<file path="src/rtl/wb_arbiter_pkg.sv">
// wb_arbiter_pkg: shared types and helpers for the writeback (CDB) arbiter.
//   wb_src_e  : source index encoding on cdb_src (WB_NONE when nothing is broadcast)
//   NSRC      : number of functional-unit sources sharing the CDB
//   rob_age() : distance of a ROB tag from the ROB head, wrapping at 2**w
package wb_arbiter_pkg;

  typedef enum logic [1:0] {
    WB_ALU  = 2'd0,
    WB_B    = 2'd1,
    WB_MEM  = 2'd2,
    WB_NONE = 2'd3
  } wb_src_e;

  localparam int NSRC = 3;

  // Unsigned wrap subtract; the result is confined to the low w bits so a
  // tag just past the wrap point still reads as younger than the head.
  function automatic logic [31:0] rob_age(input logic [31:0] tag,
                                          input logic [31:0] head,
                                          input int          w);
    logic [31:0] mask;
    mask = (w >= 32) ? 32'hFFFF_FFFF : ((32'd1 << w) - 32'd1);
    return (tag - head) & mask;
  endfunction

endpackage

</file>
<file path="src/rtl/wb_src_queue.sv">
// wb_src_queue: per-source result FIFO with age-based squash and compaction.
// Ports:
//   clk, reset_n            clock, asynchronous active-low reset (empties the queue)
//   push, push_pd/tag/data  enqueue one result at the clock edge
//   pop                     head was granted onto the CDB; drop it at the edge
//   flush, flush_age        squash every entry whose age exceeds flush_age
//   rob_head                age reference
//   ready                   queue can take a result this cycle (never pop-through)
//   empty                   no entry held
//   head_pd/tag/data        oldest entry of this queue
module wb_src_queue
  import wb_arbiter_pkg::*;
#(
  parameter int QDEPTH = 2,
  parameter int PREG_W = 7,
  parameter int ROB_W  = 5,
  parameter int DATA_W = 32
) (
  input  logic              clk,
  input  logic              reset_n,
  input  logic              push,
  input  logic [PREG_W-1:0] push_pd,
  input  logic [ROB_W-1:0]  push_tag,
  input  logic [DATA_W-1:0] push_data,
  input  logic              pop,
  input  logic              flush,
  input  logic [ROB_W-1:0]  flush_age,
  input  logic [ROB_W-1:0]  rob_head,
  output logic              ready,
  output logic              empty,
  output logic [PREG_W-1:0] head_pd,
  output logic [ROB_W-1:0]  head_tag,
  output logic [DATA_W-1:0] head_data
);

  localparam int CW = $clog2(QDEPTH + 1);

  typedef struct packed {
    logic [PREG_W-1:0] pd;
    logic [ROB_W-1:0]  rob_tag;
    logic [DATA_W-1:0] data;
  } entry_t;

  entry_t         mem   [QDEPTH];
  entry_t         mem_n [QDEPTH];
  logic [CW-1:0]  count;
  logic [CW-1:0]  count_n;
  logic [QDEPTH-1:0] keep;
  int             fill;

  assign ready     = reset_n && (count < CW'(QDEPTH));
  assign empty     = (count == '0);
  assign head_pd   = mem[0].pd;
  assign head_tag  = mem[0].rob_tag;
  assign head_data = mem[0].data;

  // Survivors (not popped, not squashed) slide down in order, then the new
  // result is appended behind them.
  always_comb begin
    mem_n = mem;
    keep  = '0;
    fill  = 0;
    for (int i = 0; i < QDEPTH; i++) begin
      keep[i] = (CW'(i) < count) && !(pop && (i == 0)) &&
                !(flush && (ROB_W'(rob_age(32'(mem[i].rob_tag), 32'(rob_head), ROB_W)) > flush_age));
      if (keep[i]) begin
        mem_n[fill] = mem[i];
        fill        = fill + 1;
      end
    end
    if (push && (fill < QDEPTH)) begin
      mem_n[fill] = '{pd: push_pd, rob_tag: push_tag, data: push_data};
      fill        = fill + 1;
    end
    count_n = CW'(fill);
  end

  always_ff @(posedge clk or negedge reset_n) begin
    if (!reset_n) count <= '0;
    else          count <= count_n;
  end

  always_ff @(posedge clk) begin
    mem <= mem_n;
  end

endmodule

</file>
<file path="src/rtl/wb_arbiter.sv">
// wb_arbiter: oldest-first arbitration of ALU/branch/memory results onto the
// single completion bus (CDB), with mispredict squash and a conflict counter.
// Optional feature macro: WB_ARB_BYPASS_EN -- an empty queue with a valid
// input offers that input as a candidate in the same cycle (0-cycle latency);
// a bypassed result is never enqueued.
// Ports:
//   clk, reset_n                      clock, asynchronous active-low reset
//   src_valid/src_ready [3]           per-source handshake ([0]=ALU [1]=B [2]=MEM)
//   src_pd/src_rob_tag/src_data       per-source result fields, packed by index
//   rob_head                          age reference
//   mispredict, mispredict_tag        flush pulse and the mispredicted branch tag
//   cdb_valid/pd/rob_tag/data/src     broadcast (fields 0 and src=3 when idle)
//   conflict_cnt                      saturating count of contended cycles
module wb_arbiter
  import wb_arbiter_pkg::*;
#(
  parameter int QDEPTH = 2,
  parameter int PREG_W = 7,
  parameter int ROB_W  = 5,
  parameter int DATA_W = 32
) (
  input  logic                   clk,
  input  logic                   reset_n,
  input  logic [NSRC-1:0]        src_valid,
  output logic [NSRC-1:0]        src_ready,
  input  logic [NSRC*PREG_W-1:0] src_pd,
  input  logic [NSRC*ROB_W-1:0]  src_rob_tag,
  input  logic [NSRC*DATA_W-1:0] src_data,
  input  logic [ROB_W-1:0]       rob_head,
  input  logic                   mispredict,
  input  logic [ROB_W-1:0]       mispredict_tag,
  output logic                   cdb_valid,
  output logic [PREG_W-1:0]      cdb_pd,
  output logic [ROB_W-1:0]       cdb_rob_tag,
  output logic [DATA_W-1:0]      cdb_data,
  output logic [1:0]             cdb_src,
  output logic [15:0]            conflict_cnt
);

  typedef struct packed {
    logic [PREG_W-1:0] pd;
    logic [ROB_W-1:0]  rob_tag;
    logic [DATA_W-1:0] data;
  } cdb_data_t;

  logic [ROB_W-1:0]  flush_age;
  logic [NSRC-1:0]   q_empty, push, pop, cand_v, cand_byp, in_squash;
  logic [PREG_W-1:0] q_pd   [NSRC];
  logic [ROB_W-1:0]  q_tag  [NSRC];
  logic [DATA_W-1:0] q_data [NSRC];
  cdb_data_t         cand   [NSRC];
  logic [ROB_W-1:0]  cand_age [NSRC];
  logic              gnt_v, gnt_squash;
  logic [1:0]        gnt;
  logic [ROB_W-1:0]  best_age;
  logic [1:0]        ncand;

  assign flush_age = ROB_W'(rob_age(32'(mispredict_tag), 32'(rob_head), ROB_W));

  for (genvar g = 0; g < NSRC; g++) begin : g_q
    wb_src_queue #(
      .QDEPTH (QDEPTH),
      .PREG_W (PREG_W),
      .ROB_W  (ROB_W),
      .DATA_W (DATA_W)
    ) u_q (
      .clk       (clk),
      .reset_n   (reset_n),
      .push      (push[g]),
      .push_pd   (src_pd[g*PREG_W +: PREG_W]),
      .push_tag  (src_rob_tag[g*ROB_W +: ROB_W]),
      .push_data (src_data[g*DATA_W +: DATA_W]),
      .pop       (pop[g]),
      .flush     (mispredict),
      .flush_age (flush_age),
      .rob_head  (rob_head),
      .ready     (src_ready[g]),
      .empty     (q_empty[g]),
      .head_pd   (q_pd[g]),
      .head_tag  (q_tag[g]),
      .head_data (q_data[g])
    );
  end

  // Candidate per source: queue head, or the live input when bypassing.
  always_comb begin
    for (int i = 0; i < NSRC; i++) begin
`ifdef WB_ARB_BYPASS_EN
      cand_byp[i] = reset_n && q_empty[i] && src_valid[i];
`else
      cand_byp[i] = 1'b0;
`endif
      cand_v[i]   = !q_empty[i] || cand_byp[i];
      cand[i]     = cand_byp[i] ?
                    '{pd: src_pd[i*PREG_W +: PREG_W], rob_tag: src_rob_tag[i*ROB_W +: ROB_W],
                      data: src_data[i*DATA_W +: DATA_W]} :
                    '{pd: q_pd[i], rob_tag: q_tag[i], data: q_data[i]};
      cand_age[i] = ROB_W'(rob_age(32'(cand[i].rob_tag), 32'(rob_head), ROB_W));
      in_squash[i] = mispredict &&
                     (ROB_W'(rob_age(32'(src_rob_tag[i*ROB_W +: ROB_W]), 32'(rob_head), ROB_W)) > flush_age);
    end
  end

  // Oldest-first select; strict '<' keeps the lowest index on a tie.
  always_comb begin
    gnt_v    = 1'b0;
    gnt      = 2'd0;
    best_age = '0;
    ncand    = 2'd0;
    for (int i = 0; i < NSRC; i++) begin
      if (cand_v[i]) begin
        ncand = ncand + 2'd1;
        if (!gnt_v || (cand_age[i] < best_age)) begin
          gnt_v    = 1'b1;
          gnt      = 2'(i);
          best_age = cand_age[i];
        end
      end
    end
    gnt_squash = mispredict && (best_age > flush_age);
  end

  always_comb begin
    cdb_valid   = gnt_v && !gnt_squash;
    cdb_pd      = '0;
    cdb_rob_tag = '0;
    cdb_data    = '0;
    cdb_src     = WB_NONE;
    if (cdb_valid) begin
      cdb_pd      = cand[gnt].pd;
      cdb_rob_tag = cand[gnt].rob_tag;
      cdb_data    = cand[gnt].data;
      cdb_src     = gnt;
    end
  end

  // A granted head pops even when squashed (the squash removes it anyway);
  // a granted bypass input is consumed without entering its queue.
  always_comb begin
    for (int i = 0; i < NSRC; i++) begin
      pop[i]  = gnt_v && (gnt == 2'(i)) && !cand_byp[i];
      push[i] = src_valid[i] && src_ready[i] && !in_squash[i] &&
                !(gnt_v && (gnt == 2'(i)) && cand_byp[i]);
    end
  end

  always_ff @(posedge clk or negedge reset_n) begin
    if (!reset_n) begin
      conflict_cnt <= '0;
    end else if ((ncand >= 2'd2) && !mispredict && (conflict_cnt != 16'hFFFF)) begin
      conflict_cnt <= conflict_cnt + 16'd1;
    end
  end

endmodule

</file>
<file path="config.mk">
export PLATFORM = sky130hd
export DESIGN_NAME = wb_arbiter
export DESIGN_NICKNAME = d
export VERILOG_FILES = /design/src/rtl/wb_arbiter_pkg.sv /design/src/rtl/wb_src_queue.sv /design/src/rtl/wb_arbiter.sv
export SDC_FILE = /design/constraint.sdc
export NUM_CORES = 1
export LEC_CHECK = 0
export CAP_MARGIN = 0
export CORE_MARGIN = 2
export CORE_UTILIZATION = 35
export DETAILED_ROUTE_END_ITERATION = 7
export PLACE_DENSITY = 0.55
export SKIP_LAST_GASP = 1
export SYNTH_ARGS = -nofsm -noshare
export SYNTH_HDL_FRONTEND = slang
export SYNTH_SLANG_ARGS = --single-unit
</file>
<file path="constraint.sdc">
create_clock -name clk -period 12.9 [get_ports clk]
set_input_delay 2.58 -clock clk [delete_from_list [all_inputs] [get_ports clk]]
set_output_delay 2.58 -clock clk [all_outputs]
set_load 0.005 [all_outputs]
</file>
* Word-level counts from Yosys, hierarchy flattened
Index checks and enable logic that the tools add are counted.
Storage, ports and cells: output and inout bits 66, register bits 286
Cells by class: equal/unequal tests 3, mux-type cells 57, order comparisons 38, bitwise operators 7, add/subtract/negate cells 19, reduce and logical (&&, ||, !) cells 64
Operator list (count):
- 88-bit bitwise mux | 6
- 88-bit two-way mux | 6
- 44-bit two-way mux | 8
- 44-bit demux with 1-bit select | 6
- 32-bit by 2-bit >= comparator with 1-bit output, second input constant | 6
- 32-bit by 1-bit less-than comparator with 1-bit output, second input constant | 6
- 32-bit inverter | 6
- 32-bit two-way mux | 4
- 32-bit by 2-bit adder with 32-bit output, second input constant | 3
- 32-bit by 3-bit less-than comparator with 1-bit output, second input constant | 3
- 44-bit binary-select mux with 2-bit select | 1
- 5-bit > comparator | 10
- 5-bit subtractor | 10
- 1-bit logical AND | 43
- 5-bit two-way mux | 6
- 2-bit two-way mux | 9
- 16-bit by 1-bit adder with 16-bit output, second input constant | 1
- 16-bit != test, second input constant | 1
- 1-bit zero test | 15
- 1-bit by 2-bit less-than comparator with 1-bit output, first input constant | 6
- 5-bit less-than comparator | 2
- 1-bit two-way mux | 10
- 2-bit zero test | 4
- 7-bit two-way mux | 1
- 10 further kinds | 15

* Longest topological paths before layout
Gate-level depths: netlist of the first run.
depth after elaboration 25, gate-level depth with buffers 33, mapped depth without buffers 29

* Hierarchy
A second synthesis of the first run with hierarchy kept.
Second synthesis, totals: cells, all modules 1852, area total of the unflattened synthesis 17774.5 um^2
Modules (own cells, without submodules):
- wb_src_queue at g_q[1].u_q | cells each 467, instances 1, area each 4759.6 um^2
- wb_src_queue at g_q[2].u_q | cells each 467, instances 1, area each 4626.9 um^2
- wb_src_queue at g_q[0].u_q | cells each 465, instances 1, area each 4518.1 um^2
- wb_arbiter | cells each 453, instances 1, area each 3870.0 um^2

* Worst setup path after synthesis of the first run
No wires, ideal clock.
kind input to output, start input port rob_head[1], end output port cdb_data[11], stages on the path 31, slack 1566 ps, arrival time 8754 ps, data required time 10320 ps, buffers on the path 5, path through inv_1 fa_1 a21o_1 a21oi_1 xnor2_1 nand2_1 ha_1 a21oi_2 o221ai_2 a21oi_2 buf_4 nor2_1 a21oi_1 ha_1 a211oi_2 o211ai_1 a2111oi_4 nor3_4 buf_6 buf_6 nor2_1 a21oi_1 ha_1 nor2b_1 o21a_1 o21ai_0 a21oi_1 a31o_2 clkbuf_1 clkbuf_1 a311oi_2
Between the ends: word-level cells in the longest chain between the ends 15
Ends and longest elaborated chain:
- start: declaration | line wb_arbiter.sv:29 | input logic [ROB_W-1:0] rob_head,
- 5-bit subtractor | line wb_arbiter_pkg.sv:23 | return (tag - head) & mask;
- 5-bit two-way mux | line wb_arbiter.sv:111 | if (cand_v[i]) begin
- 5-bit less-than comparator | line wb_arbiter.sv:113 | if (!gnt_v || (cand_age[i] < best_age)) begin
- 1-bit logical OR | line wb_arbiter.sv:113
- 5-bit two-way mux or 1-bit two-way mux (tied branches) | line wb_arbiter.sv:113
- 5-bit two-way mux or 1-bit two-way mux (tied branches) | line wb_arbiter.sv:111
- 5-bit less-than comparator or 1-bit zero test (tied branches) | line wb_arbiter.sv:113
- 1-bit logical OR | line wb_arbiter.sv:113
- 5-bit two-way mux or 2-bit two-way mux (tied branches) | line wb_arbiter.sv:113
- 5-bit two-way mux or 2-bit two-way mux (tied branches) | line wb_arbiter.sv:111
- 5-bit > comparator or 2-bit inverter with 3-bit output (tied branches) | line wb_arbiter.sv:120, wb_arbiter.sv:132
- 1-bit logical AND or 44-bit binary-select mux with 2-bit select (tied branches) | line wb_arbiter.sv:120, wb_arbiter.sv:132
- 1-bit zero test or 44-bit two-way mux (tied branches) | line wb_arbiter.sv:124, wb_arbiter.sv:132
- 1-bit logical AND or 44-bit two-way mux (tied branches) | line wb_arbiter.sv:124, wb_arbiter.sv:132
- 32-bit two-way mux (*) | line wb_arbiter.sv:129 | if (cdb_valid) begin
- end: declaration | line wb_arbiter.sv:35 | output logic [DATA_W-1:0] cdb_data,
Every way passes the cells marked *; elsewhere a longest branch is shown, timed or not. The select of a mux whose other input is x is not followed.

* Worst setup path after layout of the first run
start input port rob_head[1], end output port cdb_rob_tag[3]
Between the ends: word-level cells in the longest chain between the ends 15
Ends and longest elaborated chain:
- 5-bit subtractor | line wb_arbiter_pkg.sv:23
- 5-bit two-way mux | line wb_arbiter.sv:111
- 5-bit less-than comparator | line wb_arbiter.sv:113
- 1-bit logical OR | line wb_arbiter.sv:113
- 5-bit two-way mux or 1-bit two-way mux (tied branches) | line wb_arbiter.sv:113
- 5-bit two-way mux or 1-bit two-way mux (tied branches) | line wb_arbiter.sv:111
- 5-bit less-than comparator or 1-bit zero test (tied branches) | line wb_arbiter.sv:113
- 1-bit logical OR | line wb_arbiter.sv:113
- 5-bit two-way mux or 2-bit two-way mux (tied branches) | line wb_arbiter.sv:113
- 5-bit two-way mux or 2-bit two-way mux (tied branches) | line wb_arbiter.sv:111
- 5-bit > comparator or 2-bit inverter with 3-bit output (tied branches) | line wb_arbiter.sv:120, wb_arbiter.sv:131
- 1-bit logical AND or 44-bit binary-select mux with 2-bit select (tied branches) | line wb_arbiter.sv:120, wb_arbiter.sv:131
- 1-bit zero test or 44-bit two-way mux (tied branches)
- 1-bit logical AND or 44-bit two-way mux (tied branches)
- 5-bit two-way mux (*) | line wb_arbiter.sv:129
- end: declaration | line wb_arbiter.sv:34 | output logic [ROB_W-1:0] cdb_rob_tag,
Marked as above.

==> flow_summary.json, run 1 <==
{
  "worstPathRequired_ns": 10.32,
  "skew_ns": 0.02650,
  "grt-ovfl-total": 0,
  "design.core.area_um2": 51300,
  "synthMuxAreaShare_pct": 0,
  "antenna_cells": 0,
  "initial_utilization_pct": 35.46,
  "highest_layer": "met5",
  "area_delta_synth_final_pct": 21.13,
  "critPathLaunch": "rob_head[1]",
  "cpPeakStageDelay_ns": 0.56,
  "wl_per_cell_um": 27.19,
  "grt.total_usage_pct": 27.17,
  "die-height_um": 232.0,
  "ys.warnings.count": 0,
  "ys_ff_latch": 286,
  "synth_xor_area_share_pct": 3.178,
  "ys_types": 62,
  "die_w_um": 232.0,
  "wl_met1_um": 32720,
  "layout-drive-gt1-share_pct": 8.595,
  "layout_setup_ws_ns": 0.3958,
  "htreeDepth": 2,
  "clock-root-buffer": "clkbuf_16",
  "slew_violations": 0,
  "synth_fa_ha_area_share_pct": 7.965,
  "worstSetupPathType": "in -> out",
  "synth_area_um2": 18190,
  "wl_um": 74810,
  "drc": 0,
  "cts_tree": "built",
  "pin_count": 214,
  "synth.top_cell.area_share_pct": 21.79,
  "outcome": "complete, no violations",
  "rrSetupSlack_ns": 4.95,
  "wl_met3_um": 5360,
  "clk_latency_ns": 0.57,
  "max_freq_mhz": 79.97,
  "grt_first_pass_wirelength_um": 111000,
  "synth_top_flop_cell": "edfxtp_1",
  "port_buffers": 213,
  "worstHoldStart": "conflict_cnt[5]",
  "clk_path_buf_depth": 3,
  "critPathLaunchType": "input pin",
  "path_buf_inv": 5,
  "antenna_found_initial": 5,
  "synth_cells": 1931,
  "hold_buffers": 0,
  "finalCritPeriodShare_pct": 96.93,
  "hp-class": "reg -> reg",
  "r2r-start": "g_q[0].u_q.head_tag[0]",
  "yosysSeqAreaShare_pct": 39.34,
  "dp_slack_ns": 0.3529,
  "hold_viol": 0,
  "cts_num_sinks": 286,
  "nets": 2303,
  "ys_top_cells_by_area": "edfxtp_1 22%, dfxtp_1 15%, ha_1 6.8%",
  "crit_path_top_delay_cell": "clkdlybuf4s50_1",
  "worstPathArrival_ns": 9.92,
  "cap_violations": 0,
  "synthTopCellsByCount": "145 x nand3_1, 139 x o211ai_1, 136 x and3_1",
  "synth_edf_count": 132,
  "min_period_ns": 12.50,
  "postRouteAntennaNets": 0,
  "grt_pass1_vias": 16633,
  "gp_congestion": 0.8955,
  "wl_met2_um": 33770,
  "dp_hpwl_um": 48200,
  "setup_violations": 0,
  "vias_per_cell": 6.240,
  "synth_most_common_cell": "nand3_1",
  "slew_headroom_pct": 18.60,
  "cts_buffers": 36,
  "path_delay_family": "compound AO/OA/AOI/OAI gates",
  "dr_total_vias": 17166,
  "syn_nets": 2188,
  "tightestPinTransition_ns": 1.221,
  "synth_top_family_by_area": "compound AO/OA/AOI/OAI gates",
  "yosys.area_share.simple_pct": 17.44,
  "synth_compound_area_share_pct": 26.25,
  "die_area_um2": 53810,
  "crit_fanout": 40,
  "placementRows": 83,
  "synth.largest_area_cell": "edfxtp_1",
  "dr.pass1.iters": 5,
  "hold_slack_ns": 0.4830,
  "synth_area_per_cell_um2": 9.421,
  "cp-end-kind": "output pin",
  "first_iter_violations": 1688,
  "final.setup.tns_ns": 0,
  "grt_max_degree": 61,
  "path_clk_slew_ns": 0.05,
  "async_flop_share_pct": 7.692
}
area by class of cell:
type / instances / area, µm²
fillers: 4978 / 29270
multi-input cells: 1408 / 10070
flip-flops and latches: 286 / 7157
repair buffers: 272 / 2590
clock buffers: 54 / 1070
well taps: 680 / 850.8
inverters: 42 / 161.4
clock inverters: 9 / 133.9
kinds of logic (layout without fill, tap and decap cells):
group	Yosys count	count (layout)
buffers and inverters	238	377
flip-flops	286	286
AND/OR/NAND/NOR	601	601
XOR/XNOR	66	66
adder cells (fa/ha/maj)	110	110
AO/OA/AOI/OAI	630	631
repair_timing:
item | 4_1_cts | 5_1_grt
resized for setup | 0 | 3
buffers inserted | 0 | 4
endpoints found under the setup margin | 0 | 40
layout by cell type (no fill, tap or decap), drive strengths merged, types with 102 or more instances in the layout:
cell type and instances:
nand2 116, a31oi 133, o211ai 139, and3 136
dfxtp 132, a21boi 130, nand4 102, clkdlybuf4s50 212
nand3 145, edfxtp 132
registers in the layout, summed over array words and instances, names as in the netlist:
name,flops
g_q.u_q.mem,132
g_q.u_q.count,6
g_q.u_q.head_pd,21
conflict_cnt,16
g_q.u_q.head_data,96
g_q.u_q.head_tag,15
layer usage:
layer  vias up  GRT usage [%]
met5         -              0
met4         6          9.916
met3       115          5.611
met2       677          41.69
met1      8617          37.60
li1       7751              -
per-stage QoR:
step                instances  utilization [%]  area, µm²
floorplan                1931                -      18190
detailed placement       2683            40.50      20770
global route             2751            42.95      22030
CTS                      2746            42.84      21980
global placement         2683            40.50      20770
finish                   2751            42.95      22030
final timing paths:
kind,endpoint,depth (start not counted)
worst min-delay path,conflict_cnt[5],1
worst max register to register,g_q[0].u_q.head_data[14],29
worst max-delay path,cdb_rob_tag[3],29
min in group asynchronous,g_q[0].u_q.count[0],2
max in group asynchronous,conflict_cnt[5],2
worst min register to register,conflict_cnt[5],1
Power of run 1 is not shown: default switching activity piles up to over one toggle a cycle in this logic, so the estimate is an artifact.
==> run 2, diff against run 1 <==
- GPL_TIMING_DRIVEN: unset -> 0
==> run 2 against run 1 <==
Cell count is 5.9% higher. Die area is the same. Utilization up 1.7 points. Highest routed layer is now met4. Register-to-register slack better by 0.22 ns. The flow now finishes with violations (max-capacitance violations). Wire length fell by 4.5%. Sequential cell count unchanged. Count of clock-buffer cells in the layout down 3. First-iteration DRC count did not move. Cell area grew 3.9%. Critical path type unchanged. Setup slack lost 0.027 ns. Sequential share of layout area shrank 1.2 points. Global-route usage is 1.1 points lower.
==> flow_summary.json, run 2 (synthesis gave the netlist of run 1 again) <==
{
  "r2r_end": "g_q[0].u_q.mem[12]",
  "reg2reg_depth": 26,
  "outcome": "finished, violations left",
  "rrSetupSlack_ns": 5.17,
  "final_cell_mix": "208 x clkdlybuf4s50_1, 145 x nand3_1, 139 x o211ai_1, 137 x clkbuf_1, 136 x and3_1",
  "slew_violations": 0,
  "setup_violations": 0,
  "htreeDepth": 2,
  "tightestPinTransition_ns": 1.483,
  "dp_hpwl_um": 52280,
  "first_iter_violations": 1688,
  "top_register": "g_q.u_q.mem",
  "path_delay_family": "compound AO/OA/AOI/OAI gates",
  "max_freq_mhz": 79.80,
  "dr.pass1.iters": 5,
  "cap_violations": 1,
  "layout-drive-gt1-share_pct": 10.17,
  "wl_um": 71480,
  "clk_path_buf_depth": 3,
  "clk_latency_ns": 0.57,
  "placementRows": 83,
  "hold_slack_ns": 0.4896,
  "vias_per_cell": 5.970,
  "cts_tree": "built",
  "grt_pass1_vias": 16884,
  "die_area_um2": 53810,
  "grt.total_usage_pct": 26.04,
  "violations": "max-capacitance violations",
  "antenna_found_initial": 0,
  "cpMostUsedCell": "a21oi_1",
  "worstPathRequired_ns": 10.32,
  "initial_utilization_pct": 35.46,
  "drc": 0,
  "final_common_cell": "clkdlybuf4s50_1",
  "multi_input_area_um2": 10300,
  "largest_reg_flops": 132,
  "nets": 2462,
  "skew_ns": 0.01953,
  "slew_headroom_pct": 0.6634,
  "critPathLaunchType": "input pin",
  "hold_buffers": 0,
  "cts_num_sinks": 286,
  "min_period_ns": 12.53,
  "pin_count": 214,
  "crit_fanout": 10,
  "cpPeakStageDelay_ns": 0.57,
  "r2r-start": "g_q[0].u_q.head_tag[0]",
  "gp_congestion": 0.8971,
  "clock-root-buffer": "clkbuf_16",
  "hold_depth": 2,
  "area_delta_synth_final_pct": 25.91,
  "worstSetupPathType": "in -> out",
  "antenna_cells": 0,
  "rsz0062_at_grt": "false",
  "design.core.area_um2": 51300,
  "grt-ovfl-total": 0,
  "die_w_um": 232.0,
  "wl_per_cell_um": 24.54,
  "fill_cells": 5002,
  "postRouteAntennaNets": 0,
  "finalCritPeriodShare_pct": 97.14,
  "hold_viol": 0,
  "final_core_util_pct": 44.65,
  "ff_latch_area_um2": 7157,
  "die-height_um": 232.0,
  "worstHoldStart": "g_q[1].u_q.mem[20]",
  "path_clk_slew_ns": 0.06,
  "crit_path_top_delay_cell": "clkdlybuf4s50_1",
  "worstHoldEndpoint": "g_q[1].u_q.head_data[20]",
  "cp-end-kind": "output pin",
  "port_buffers": 211,
  "dr_total_vias": 17391,
  "cts_buffers": 36,
  "grt_max_degree": 39,
  "grt_first_pass_wirelength_um": 106100,
  "path_buf_inv": 7,
  "hp-class": "reg -> reg",
  "worstPathArrival_ns": 9.95
}
## run 2: per-layer routing
metal	global-route usage, %	up-vias	routed length, µm
met5	0	-	0
met4	9.856	0	2458
met3	3.733	110	4992
met2	40.48	719	32350
met1	36.51	8504	31680
li1	-	8058	-
## run 2: cell type report
class                           count  area share [%]
Clock inverter                     15          0.7047
Sequential cell                   286           31.25
Tap cell                          680           3.715
Buffer                            195           3.977
Multi-Input combinational cell   1407           44.99
Timing Repair inverter              1         0.02185
Timing Repair Buffer              236           10.30
Inverter                           42          0.7375
Clock buffer                       51           4.310
## run 2: timing repair
item,4_1_cts,5_1_grt
gates cloned,1,0
pin swaps,3,5
setup endpoints to repair,47,47
gates resized for setup,41,19
setup buffers,11,8
## run 2: through the flow
| step | area, µm² | setup TNS, ns | cells | setup slack [ns] |
|---|---|---|---|---|
| after global placement | 21150 | -57.18 | 2822 | -1.454 |
| after floorplan | 18190 | 0 | 1931 | 1.566 |
| final | 22900 | 0 | 2913 | 0.3691 |
| after CTS | 22750 | 0 | 2905 | 0.01132 |
| after global routing | 22900 | 0 | 2913 | 0.009494 |
| after detailed placement | 21290 | -59.28 | 2828 | -1.507 |
## run 2: worst max path at each step
stage / from / to / slack (ns) / cells past startpoint
2_1_floorplan: rob_head[1] / cdb_data[11] / 1.57 / 31
3_3_place_gp: rob_head[0] / cdb_rob_tag[1] / -1.45 / 34
3_5_place_dp: rob_head[0] / cdb_rob_tag[0] / -1.51 / 34
4_1_cts: rob_head[2] / cdb_pd[1] / 0.01 / 32
5_1_grt: rob_head[2] / cdb_data[10] / 0.009 / 32
6_report: rob_head[2] / cdb_data[10] / 0.37 / 32
## run 2: worst reg2reg max path: stages, from the launching register on
cell	delay, ns
dfxtp_1	0.39
inv_1	0.09
ha_1	0.16
inv_1	0.05
fa_1	0.39
a21o_1	0.17
a21oi_1	0.17
xnor2_1	0.20
nand2_1	0.20
ha_4	0.36
nand4_1	0.19
o221ai_4	0.25
a21oi_4	0.11
buf_4	0.18
nor4_1	0.27
a21oi_1	0.12
ha_1	0.27
a211oi_4	0.29
o21ai_0	0.31
o21ai_2	0.66
clkbuf_1	0.45
nand2_1	0.18
inv_1	0.09
ha_1	0.47
buf_1	0.46
and2_2	0.67
buf_16	0.25
Power of run 2 is left out for the same reason.
